===== config.mk =====
export PLATFORM = sky130hd
export DESIGN_NAME = seg7_scan_driver
export DESIGN_NICKNAME = d
export VERILOG_FILES = /design/src/rtl/seg7_scan_driver.sv
export SDC_FILE = /design/constraint.sdc
export NUM_CORES = 1
export LEC_CHECK = 0
export CAP_MARGIN = 20
export CORE_ASPECT_RATIO = 0.7
export CORE_UTILIZATION = 45
export DETAILED_ROUTE_END_ITERATION = 8
export DONT_BUFFER_PORTS = 1
export PLACE_DENSITY = 0.58
export SETUP_SLACK_MARGIN = 0.02
export SYNTH_ARGS = -nofsm -noshare
export SYNTH_HDL_FRONTEND = slang
export SYNTH_SLANG_ARGS = --single-unit

===== constraint.sdc =====
create_clock -name clk_100MHz -period 5.5 [get_ports clk_100MHz]
set_input_delay 1.65 -clock clk_100MHz [delete_from_list [all_inputs] [get_ports clk_100MHz]]
set_output_delay 1.65 -clock clk_100MHz [all_outputs]
set_load 0.005 [all_outputs]

===== src/rtl/seg7_scan_driver.sv =====
// Multiplexed N-digit common-anode seven-segment driver with frame snapshot and PWM brightness.
// Optional blink support is compiled in with SEG_BLINK_EN (adds blink_in and BLINK_FRAMES).
module seg7_scan_driver #(
  parameter int unsigned N_DIGITS        = 8,
  parameter int unsigned TICKS_PER_DIGIT = 100000,
  parameter int unsigned BRIGHT_W        = 3
`ifdef SEG_BLINK_EN
  ,
  parameter int unsigned BLINK_FRAMES    = 125
`endif
) (
  input  logic                  clk_100MHz,
  input  logic                  reset,
  input  logic [4*N_DIGITS-1:0] digits_in,
  input  logic [N_DIGITS-1:0]   dp_in,
  input  logic [N_DIGITS-1:0]   blank_in,
  input  logic [BRIGHT_W-1:0]   bright,
`ifdef SEG_BLINK_EN
  input  logic [N_DIGITS-1:0]   blink_in,
`endif
  output logic [N_DIGITS-1:0]   AN,
  output logic [6:0]            display,
  output logic                  DP,
  output logic                  frame_start
);

  localparam int unsigned SEL_W = $clog2(N_DIGITS);
  localparam int unsigned CNT_W = (TICKS_PER_DIGIT > 1) ? $clog2(TICKS_PER_DIGIT) : 1;
  localparam int unsigned SUB   = TICKS_PER_DIGIT >> BRIGHT_W;

  localparam logic [SEL_W-1:0] LastSel = SEL_W'(N_DIGITS - 1);
  localparam logic [CNT_W-1:0] LastCnt = CNT_W'(TICKS_PER_DIGIT - 1);

  function automatic logic [6:0] glyph(input logic [3:0] code);
    logic [6:0] seg;
    unique case (code)
      4'd0:    seg = 7'b1000000;
      4'd1:    seg = 7'b1111001;
      4'd2:    seg = 7'b0100100;
      4'd3:    seg = 7'b0110000;
      4'd4:    seg = 7'b0011001;
      4'd5:    seg = 7'b0010010;
      4'd6:    seg = 7'b0000010;
      4'd7:    seg = 7'b1111000;
      4'd8:    seg = 7'b0000000;
      4'd9:    seg = 7'b0010000;
      4'd10:   seg = 7'b0111111;
      4'd11:   seg = 7'b1000111;
      4'd12:   seg = 7'b0101011;
      4'd13:   seg = 7'b0001001;
      4'd14:   seg = 7'b0011100;
      default: seg = 7'b1111111;
    endcase
    return seg;
  endfunction

  // Scan counters
  logic [CNT_W-1:0] slot_cnt_q, slot_cnt_d;
  logic [SEL_W-1:0] sel_q, sel_d;
  logic             slot_end, frame_end;

  always_comb begin
    slot_end   = (slot_cnt_q == LastCnt);
    frame_end  = slot_end && (sel_q == LastSel);
    slot_cnt_d = slot_end ? '0 : slot_cnt_q + 1'b1;
    sel_d      = sel_q;
    if (slot_end) begin
      sel_d = (sel_q == LastSel) ? '0 : sel_q + 1'b1;
    end
  end

  always_ff @(posedge clk_100MHz) begin
    if (reset) begin
      slot_cnt_q <= '0;
      sel_q      <= '0;
    end else begin
      slot_cnt_q <= slot_cnt_d;
      sel_q      <= sel_d;
    end
  end

  // Snapshot taken on the last cycle of a frame so the next frame is coherent
  logic [3:0]          code_q [N_DIGITS];
  logic [N_DIGITS-1:0] dp_q;
  logic [N_DIGITS-1:0] blank_q;
  logic [BRIGHT_W-1:0] bright_q;

  always_ff @(posedge clk_100MHz) begin
    if (reset) begin
      for (int i = 0; i < int'(N_DIGITS); i++) begin
        code_q[i] <= 4'hF;
      end
      dp_q     <= '0;
      blank_q  <= '1;
      bright_q <= '0;
    end else if (frame_end) begin
      for (int i = 0; i < int'(N_DIGITS); i++) begin
        code_q[i] <= digits_in[4*i +: 4];
      end
      dp_q     <= dp_in;
      blank_q  <= blank_in;
      bright_q <= bright;
    end
  end

`ifdef SEG_BLINK_EN
  localparam int unsigned FR_W = (BLINK_FRAMES > 1) ? $clog2(BLINK_FRAMES) : 1;
  localparam logic [FR_W-1:0] LastFrame = FR_W'(BLINK_FRAMES - 1);

  logic [N_DIGITS-1:0] blink_q;
  logic [FR_W-1:0]     frame_cnt_q;
  logic                phase_on_q;

  always_ff @(posedge clk_100MHz) begin
    if (reset) begin
      blink_q     <= '0;
      frame_cnt_q <= '0;
      phase_on_q  <= 1'b1;
    end else if (frame_end) begin
      blink_q <= blink_in;
      if (frame_cnt_q == LastFrame) begin
        frame_cnt_q <= '0;
        phase_on_q  <= ~phase_on_q;
      end else begin
        frame_cnt_q <= frame_cnt_q + 1'b1;
      end
    end
  end

  logic dark;
  assign dark = blank_q[sel_q] | (blink_q[sel_q] & ~phase_on_q);
`else
  logic dark;
  assign dark = blank_q[sel_q];
`endif

  // Output stage: one cycle behind the counters
  logic [31:0]         on_limit;
  logic                lit;
  logic [N_DIGITS-1:0] an_d;
  logic [6:0]          display_d;
  logic                dp_d;
  logic                frame_start_d;

  always_comb begin
    on_limit      = (32'(bright_q) + 32'd1) * SUB;
    lit           = !dark && (32'(slot_cnt_q) < on_limit);
    an_d          = '1;
    display_d     = 7'b1111111;
    dp_d          = 1'b1;
    frame_start_d = (sel_q == '0) && (slot_cnt_q == '0);
    if (lit) begin
      an_d[sel_q] = 1'b0;
      display_d   = glyph(code_q[sel_q]);
      dp_d        = ~dp_q[sel_q];
    end
  end

  always_ff @(posedge clk_100MHz) begin
    if (reset) begin
      AN          <= '1;
      display     <= 7'b1111111;
      DP          <= 1'b1;
      frame_start <= 1'b0;
    end else begin
      AN          <= an_d;
      display     <= display_d;
      DP          <= dp_d;
      frame_start <= frame_start_d;
    end
  end

endmodule


**Yosys cells after proc, flatten, opt, wreduce, memory -nomap -nowiden**

Memory sizes are Yosys's and may differ from the RTL's. A register that Yosys moved wholly into a read port is not among the register bits.
Cells that the tools add are included.

- Register bits after elaboration: 49
- Memories: 2
- Input bits: 53
- RAM bits: 32
- ROM bits: 112
- Output and inout port bits: 17

- Reduce and logical (&&, ||, !) cells: 9
- Add/sub/neg operators: 3
- $lt $le $gt $ge: 3
- Mux-type cells: 22
- Equality and inequality tests: 2
- $mul: 1
- Bitwise gates (word level): 11

Memory list:

| memory | words | width | read ports | clocked after memory_dff | write ports | RTL line | RTL |
|---|---|---|---|---|---|---|---|
| (no name shown) | 16 | 7 | 1 | 1 | 0 | 36 | `unique case (code)` |
| code_q | 8 | 4 | 1 | 1 | 8 | 83 | `logic [3:0] code_q [N_DIGITS];` |

Operators with widths:

| operator | number |
|---|---|
| 2-to-1 mux 4 bit | 8 |
| < comparator 17 x 18 -> 1 bit | 1 |
| adder 17 x 1 -> 17 bit, second input constant | 1 |
| == test 17 bit, second input constant | 1 |
| zero test 17 bit | 1 |
| multiplier 4 x 12 -> 16 bit, second input constant | 1 |
| 2-to-1 mux 3 bit | 3 |
| 2-to-1 mux 1 bit | 8 |
| NOT 8 bit | 1 |
| bitwise OR 1 bit | 8 |
| binary-select mux 1 bit (select 3 bit) | 2 |
| adder 3 x 1 -> 4 bit, second input constant | 1 |
| logical AND 1 bit | 4 |
| < comparator 3 x 4 -> 1 bit, second input constant | 1 |
| OR reduction 2 bit | 2 |
| adder 3 x 1 -> 3 bit, second input constant | 1 |
| demux 1 bit (select 3 bit) | 1 |
| == test 3 bit, second input constant | 1 |
| greater-or-equal comparator 3 x 1 -> 1 bit, second input constant | 1 |
| zero test 3 bit | 1 |
| NOT 1 bit | 2 |
| zero test 1 bit | 1 |

**Longest topological paths before layout**

Gate-level depths: netlist of the first run.

- Word-level depth: 6
- Gate-level depth with buffers: 20
- Depth with buffers taken out: 19

**Least setup slack after synthesis of the first run**

OpenSTA, ideal clock, no wires.

- Path type: reg-to-reg
- Start: register bright_q[0]
- End: register AN[6]
- Setup time: 0.136 ns
- Clock period less this slack: 4.414 ns
- Path buffers: 1
- Setup slack: 1.086 ns
- Stages on the path, launching flop included: 21
- Data arrival time: 4.278 ns
- Cell sequence: dfxtp_1 -> inv_1 -> ha_1 -> ha_1 -> xnor2_1 -> ha_1 -> a21o_1 -> ha_1 -> a21o_1 -> o21ai_0 -> nand2_1 -> a21oi_1 -> xor2_1 -> ha_1 -> a21o_1 -> a21o_1 -> a41oi_1 -> o41ai_1 -> a2111oi_4 -> buf_6 -> nand4_1

- Word-level cells in the longest chain between the ends: 6

Ends and longest elaborated chain:

| item | RTL line | RTL |
|---|---|---|
| start, declared | 86 | `logic [BRIGHT_W-1:0] bright_q;` |
| start signal, assigned | 102 | `bright_q <= bright;` |
| adder 3 x 1 -> 4 bit | 146 | `on_limit = (32'(bright_q) + 32'd1) * SUB;` |
| multiplier 4 x 12 -> 16 bit | 146 |  |
| < comparator 17 x 18 -> 1 bit | 147 | `lit = !dark && (32'(slot_cnt_q) < on_limit);` |
| logical AND 1 bit | 147 |  |
| NOT 1 bit (no line) | n/a |  |
| OR reduction 2 bit (no line) | n/a |  |
| end signal, assigned | 166 | `AN <= an_d;` |
| end, declared | 21 | `output logic [N_DIGITS-1:0] AN,` |

No other way between the ends.
A chain may end at the register's enable or synchronous reset.

**Worst setup path in the final report of the first run**

- Start: register bright_q[0]
- End: register AN[4]

Same word-level chain as after synthesis.

==> results of run 1 <==
[sequential cells by signal, summed over array words and instances (netlist names), named ones only]
signal,flops
blank_q,8
sel_q,3
bright_q,3
DP,1
slot_cnt_q,17
display,7
AN,8
dp_q,8
frame_start,1
code_q,32
[power by group]
group | switching, uW | total (uW) | internal, uW | leakage [uW]
Combinational | 14.1 | 20.9 | 6.82 | 0.00102
Sequential | 3.91 | 707 | 703 | 0.000720
Clock | 245 | 599 | 353 | 0.000131
Total | 263 | 1330 | 1060 | 0.00187
[cell usage after synthesis (2+ instances only)]
| library cell | instances |
|---|---|
| a31oi_1 | 3 |
| a21oi_1 | 20 |
| inv_1 | 18 |
| buf_6 | 2 |
| edfxtp_1 | 32 |
| or2_2 | 9 |
| nand2_1 | 25 |
| o22a_1 | 8 |
| nor2b_1 | 2 |
| nand4_1 | 9 |
| dfxtp_1 | 59 |
| buf_2 | 7 |
| o21ai_0 | 13 |
| o211ai_1 | 3 |
| and2_1 | 3 |
| a22o_1 | 11 |
| nand3_1 | 10 |
| ha_1 | 43 |
| xor2_1 | 13 |
| xnor2_1 | 13 |
| or3_1 | 28 |
| clkinv_1 | 2 |
| mux2i_1 | 5 |
| and3_1 | 4 |
| nor4_1 | 2 |
| nor3_1 | 6 |
| a21o_1 | 5 |
| nor2_1 | 29 |
| clkbuf_1 | 10 |
| mux4_2 | 8 |
| mux2_2 | 4 |
[cell type report]
cell class	instances	area, sq um
Sequential cell	91	2142
Tap cell	128	160.2
Inverter	21	78.83
Clock buffer	14	244.0
Clock inverter	2	37.54
Fill cell	890	4867
Timing Repair Buffer	2	15.01
Multi-Input combinational cell	303	2365
[layer usage]
layer | share of wire | global-route usage | up-vias
met5 | 0 | 0 | -
li1 | - | - | 1581
met3 | 0.057 | 0.05301 | 10
met2 | 0.38 | 0.2455 | 74
met1 | 0.55 | 0.2989 | 1496
met4 | 0.011 | 0.05844 | 0
[worst register-to-register path: stages (launching register included)]
cell	delay, ns
dfxtp_1	0.52
inv_1	0.17
ha_1	0.43
ha_1	0.24
xnor2_1	0.13
ha_1	0.17
a21o_1	0.15
ha_1	0.32
a21o_1	0.19
o21ai_0	0.32
nand2_1	0.17
a21oi_1	0.20
xnor2_1	0.15
ha_1	0.28
a21oi_1	0.15
o221ai_1	0.13
a41oi_1	0.23
o41ai_1	0.15
a2111oi_4	0.31
buf_4	0.26
nand4_1	0.12
[logic make-up (layout without fill, tap and decap cells)]
family | count (synthesis) | in the layout | share of synthesized area
AOI/OAI and AO/OA | 79 | 79 | 0.1201
xor gates and xnor gates | 26 | 26 | 0.04856
and+or+nand+nor | 137 | 137 | 0.1598
buffers and inverters | 42 | 39 | 0.03895
adders and majority gates | 43 | 43 | 0.1147
muxes | 18 | 18 | 0.06110
DFF | 91 | 91 | 0.4568
[path summary, 6_finish.rpt]
check / end / slack, ns / startpoint / cells after the start
worst min-delay path: dp_q[6]$_SDFFE_PP0P_ / 0.47 / dp_q[6]$_SDFFE_PP0P_ / 1
worst min register to register: dp_q[6]$_SDFFE_PP0P_ / 0.47 / dp_q[6]$_SDFFE_PP0P_ / 1
worst max register to register: AN[4]$_SDFF_PP1_ / 0.55 / bright_q[0]$_SDFFE_PP0P_ / 20
worst max-delay path: AN[4]$_SDFF_PP1_ / 0.55 / bright_q[0]$_SDFFE_PP0P_ / 20
[metrics by stage]
| step | setup WS (ns) | cell area, sq um | utilization |
|---|---|---|---|
| 6_report | 0.5475 | 5042 | 0.5088 |
| 5_1_grt | 0.1274 | 5042 | 0.5088 |
| 4_1_cts | 0.5630 | 5035 | 0.5081 |
| 3_5_place_dp | 0.6218 | 4753 | 0.4797 |
| 3_3_place_gp | 0.7973 | 4753 | 0.4797 |
| 2_1_floorplan | 1.086 | 4690 | - |
==> flow_metrics.tcl, run 1 <==
set metrics [dict create \
    status "complete, no violations" \
    p_per_area_nw_per_um2 263.1 \
    grt_pass1_vias 2926 \
    final_cell_mix "dfxtp_1, ha_1, edfxtp_1, nor2_1, or3_1" \
    setup_viol 0 \
    finClkSkew_ns 0.006937 \
    coreArea_sq_um 9910 \
    num_rows 30 \
    fin_total_pwr_uw 1327 \
    cts_tree "built" \
    cts_sinks 91 \
    path_max_fanout 16 \
    start_kind "register" \
    ys_warn_count 0 \
    clock_latency_ns 0.34 \
    die_h_um 87.41 \
    synth_seq_cells 91 \
    synthToLayoutAreaGrowth_pct 7.524 \
    synthArstFlopShare 0 \
    crit_arrival_ns 5.14 \
    final_common_cell "dfxtp_1" \
    cts_root_buffer "clkbuf_16" \
    wirelength_um 9664 \
    synth_area_leaders "dfxtp_1, edfxtp_1, ha_1" \
    cp_top_family "compound AO/OA/AOI/OAI gates" \
    fin_crit_ns 4.953 \
    drt_iter0_drc 189 \
    irDropWorstVdd_v 0.0001378 \
    drt.antenna.violating_nets 0 \
    rsz0062_at_grt "false" \
    n_antenna_cell 0 \
    cellLeakagePower_uw 0.001870 \
    final_layout_size_suffix_gt1_frac 0.09931 \
    cts_made_buffers 9 \
    ys_seq_area_frac 0.4568 \
    die-area_sq_um 10840 \
    io_buffers 0 \
    cap_violations 0 \
    drt-pass1-iter-count 6 \
    hold_path.class "register to register" \
    critPathKind "register to register" \
    syn-num-nets 532 \
    fmax_ghz 0.2019 \
    dp.cells 544 \
    vias_per_cell 5.635 \
    place_hpwl_um 6819 \
    worst_slew_pin_slew_ns 1.054 \
    clk_path_buf_depth 2 \
    grt_max_degree 42 \
    slew_viol_final 0 \
    cpPeakStageDelay_ns 0.52 \
    ys.flop_type "dfxtp_1" \
    htreeDepth 3 \
    timing.hold.ws_ns 0.4732 \
    cpMostUsedCell "ha_1" \
    hold_buffers 0 \
    hold_viol 0 \
    initial_core_util 0.4732 \
    track_usage 0.1906 \
    instances_no_fill 561 \
    crit_chain "inv_1 -> ha_1 -> ha_1 -> xnor2_1 -> ha_1 -> a21o_1 -> ha_1 -> a21o_1 -> o21ai_0 -> nand2_1 -> a21oi_1 -> xnor2_1 -> ha_1 -> a21oi_1 -> o221ai_1 -> a41oi_1 -> o41ai_1 -> a2111oi_4 -> buf_4 -> nand4_1" \
    antenna_found_initial 0 \
    clkTransAtPathRegs_ns 0.06 \
    drc_errors 0 \
    netlist_instances 436 \
    grt_pass1_wl_um 15430 \
    fin_crit_sh 0.9005 \
    tns_ns 0 \
    relSlewSlack 0.2973 \
    die_x_um 124.0 \
    crit_path_top_delay_cell "dfxtp_1" \
    pin_count 70 \
    yosys.area.top_type_share 0.2519 \
    synth_cell_types 61 \
    gp_congestion 0.8053 \
    avgRoutedWirePerCell_um 17.23 \
    syn_area_sq_um 4689 \
    critical_path_required_ns 5.68 \
    avgSynthCellArea_sq_um 10.76 \
    ctsResizeCount 0 \
    fin_nets 524 \
    cp-end-kind "register" \
    grt_overflow 0 \
    post-cts-setup-buffer-count 0 \
    via_count 3161 \
    synth-edff-count 32 \
    critical_path_buf_inv_count 2 \
    synth_top_cell_by_area "dfxtp_1" \
]
No activity file was read; power rests on OpenSTA's default activity.
==> run 2: changes to the inputs <==
--- a/config.mk
+++ b/config.mk
@@ -5,6 +5,7 @@
 export SDC_FILE = /design/constraint.sdc
 export NUM_CORES = 1
 export LEC_CHECK = 0
+export ABC_AREA = 1
 export CAP_MARGIN = 20
 export CORE_ASPECT_RATIO = 0.7
 export CORE_UTILIZATION = 45
==> run 2 against run 1 <==
  * Design area up 10%
  * Sequential cell count unchanged
  * Combinational power up 23%
  * Wire length up 22%
  * Highest routed layer unchanged
  * Clock skew up 0.0021 ns
  * Clock power up 14%
  * Sequential power down 0.6%
  * Maximum frequency up 15%
  * Final cell count up 40%
==> flow_metrics.tcl, run 2 <==
set metrics [dict create \
    p_per_area_nw_per_um2 254.1 \
    num_rows 32 \
    grt_overflow 0 \
    place_hpwl_um 8945 \
    wirelength_um 11820 \
    finClkSkew_ns 0.009019 \
    avgSynthCellArea_sq_um 8.113 \
    syn_area_sq_um 5127 \
    htreeDepth 3 \
    fin_crit_sh 0.7809 \
    synth_cell_types 42 \
    crit_chain "inv_2 -> nor3_1 -> ha_1 -> xor2_1 -> inv_1 -> ha_1 -> a31o_2 -> ha_1 -> nand3_1 -> a21oi_1 -> o21ai_0 -> nand2_1 -> nand2_1 -> a21oi_1 -> nand2_1 -> nand2_1 -> nand2_1 -> ha_1 -> nand2_1 -> nor2_1 -> nand4_2 -> nand3_1" \
    drt_iter0_drc 371 \
    synth_area_leaders "dfxtp_1, edfxtp_1, ha_1" \
    utilization 0.5027 \
    die_h_um 91.31 \
    synthArstFlopShare 0 \
    drt.antenna.violating_nets 0 \
    hold_viol 0 \
    ys_seq_area_frac 0.4178 \
    netlist_instances 632 \
    cpMostUsedCell "nand2_1" \
    pin_count 70 \
    path_max_fanout 16 \
    irDropWorstVdd_v 0.0001641 \
    initial_core_util 0.4640 \
    synth_top_cell_by_area "dfxtp_1" \
    fmax_ghz 0.2328 \
    crit_path_top_delay_cell "nor3_1" \
    final_common_cell "nand2_1" \
    hold_path.class "register to register" \
    cap_violations 0 \
    yosys-top-cells-count "nand2_1, nor2_1, inv_1, nand3_1, dfxtp_1" \
    grt_pass1_vias 3842 \
    yosys.area.top_type_share 0.2304 \
    p_switching_uw 298.3 \
    reg_top3 "code_q x32, slot_cnt_q x17" \
    timing.hold.ws_ns 0.4726 \
    final_layout_size_suffix_gt1_frac 0.08031 \
    synth-edff-count 32 \
    cts_root_buffer "clkbuf_16" \
    antenna_found_initial 0 \
    crit_arrival_ns 4.56 \
    track_usage 0.2090 \
    cellLeakagePower_uw 0.002358 \
    fin_nets 726 \
    ys.flop_type "dfxtp_1" \
    n_antenna_cell 0 \
    via_count 4027 \
    fillCellCount 1092 \
    status "complete, no violations" \
    grt_max_degree 47 \
    clock_latency_ns 0.34 \
    vias_per_cell 5.110 \
    ctsResizeCount 0 \
    worst_slew_pin_slew_ns 0.6652 \
    relSlewSlack 0.5535 \
    cts_sinks 91 \
    fin_crit_ns 4.295 \
    rsz0062_at_grt "false" \
    avgRoutedWirePerCell_um 15.00 \
    top_register "code_q" \
    critPathKind "register to register" \
    coreArea_sq_um 11050 \
    gp_congestion 0.8551 \
    cp-end-kind "register" \
    clk_path_buf_depth 2 \
    drt-pass1-iter-count 5 \
    synth_seq_cells 91 \
    clkTransAtPathRegs_ns 0.07 \
    io_buffers 0 \
    post-cts-setup-buffer-count 0 \
    rrSetupSlack_ns 1.20 \
    slew_viol_final 0 \
    p_comb_frac 0.018 \
    final_cell_mix "nand2_1, nor2_1, inv_1, nand3_1, dfxtp_1" \
    hold_buffers 0 \
    largest_reg_flops 32 \
    cts_made_buffers 9 \
    grt_pass1_wl_um 19020 \
    drc_errors 0 \
    die-area_sq_um 11830 \
    tns_ns 0 \
    p_int_uw 1114 \
    syn-num-nets 728 \
    die_x_um 129.6 \
    start_kind "register" \
    cpPeakStageDelay_ns 0.47 \
    netSwitchingFraction 0.2113 \
    power.share.sequential 0.498 \
    critical_path_required_ns 5.76 \
    yosysMostFrequentCell "nand2_1" \
    synthToLayoutAreaGrowth_pct 8.346 \
    pwr-share-clk 0.484 \
    ys_warn_count 0 \
    cts_tree "built" \
    setup_viol 0 \
]
[run 2: cell types whose count changed after synthesis, moves of 10 or more]
cell     delta
o21ai_0    +14
or3_1      -28
a22o_1     -11
xnor2_1    -10
nand2_1    +68
nand3_1    +52
or2_1      +21
nor2_1     +53
inv_1      +62
[run 2: power by group through the flow]
stage	Sequential, uW	Combinational (uW)	Clock (uW)
2_1_floorplan	717	18.5	0
3_3_place_gp	719	23.8	0
3_5_place_dp	719	24.1	0
4_1_cts	703	24.3	691
5_1_grt	703	28.8	715
6_report	703	25.8	683
[run 2: worst paths after layout]
path | depth (start not counted) | end | from
worst max-delay path | 22 | display[3]$_SDFF_PP1_ | bright_q[0]$_SDFFE_PP0P_
worst min-delay path | 1 | slot_cnt_q[0]$_SDFF_PP0_ | slot_cnt_q[0]$_SDFF_PP0_
worst max register to register | 22 | display[3]$_SDFF_PP1_ | bright_q[0]$_SDFFE_PP0P_
worst min register to register | 1 | slot_cnt_q[0]$_SDFF_PP0_ | slot_cnt_q[0]$_SDFF_PP0_
[run 2: through the flow]
step	setup slack, ns	cells	power, uW	cell area (sq um)
CTS	1.204	787	1419	5535
finish	1.205	788	1412	5555
floorplan	1.788	632	735.7	5127
global placement	1.504	771	742.4	5207
global route	0.7927	788	1447	5555
detailed placement	1.234	771	742.7	5207
[run 2: cells by family (layout without fill, tap and decap cells)]
family                     count (synthesis)  in the layout  synth area share
DFF                                       91             91            0.4178
xor gates and xnor gates                  11             11           0.01879
buffers and inverters                     99            102           0.08443
adders and majority gates                 43             43            0.1049
and+or+nand+nor                          314            314            0.2943
AOI/OAI and AO/OA                         74             74           0.07980
[run 2: final cells by class]
class                      instances  area [sq um]  share of cell area
sequential                        91          2142              0.3856
clock buffer                       9         225.2             0.04054
timing repair buffer               1         20.02            0.003604
multi-input combinational        442          2555              0.4599
clock inverter                     7         102.6             0.01847
tap                              153         191.4             0.03446
inverter                          85         319.1             0.05743
[run 2: critical path, delay by kind of cell, from the launching register on]
family | cells | cell delay (ns)
and+or+nand+nor | 11 | 1.75
adders and majority gates | 4 | 1.02
AOI/OAI and AO/OA | 4 | 0.63
DFF | 1 | 0.46
buffers and inverters | 2 | 0.19
xor gates and xnor gates | 1 | 0.15
[run 2: metal layers]
layer | wire length [um] | up-vias | track usage
met3 | 1011 | 10 | 0.06246
met1 | 6179 | 1808 | 0.3176
met4 | 74 | 0 | 0.04167
met5 | 0 | - | 0
met2 | 4551 | 127 | 0.2870
li1 | - | 2082 | -
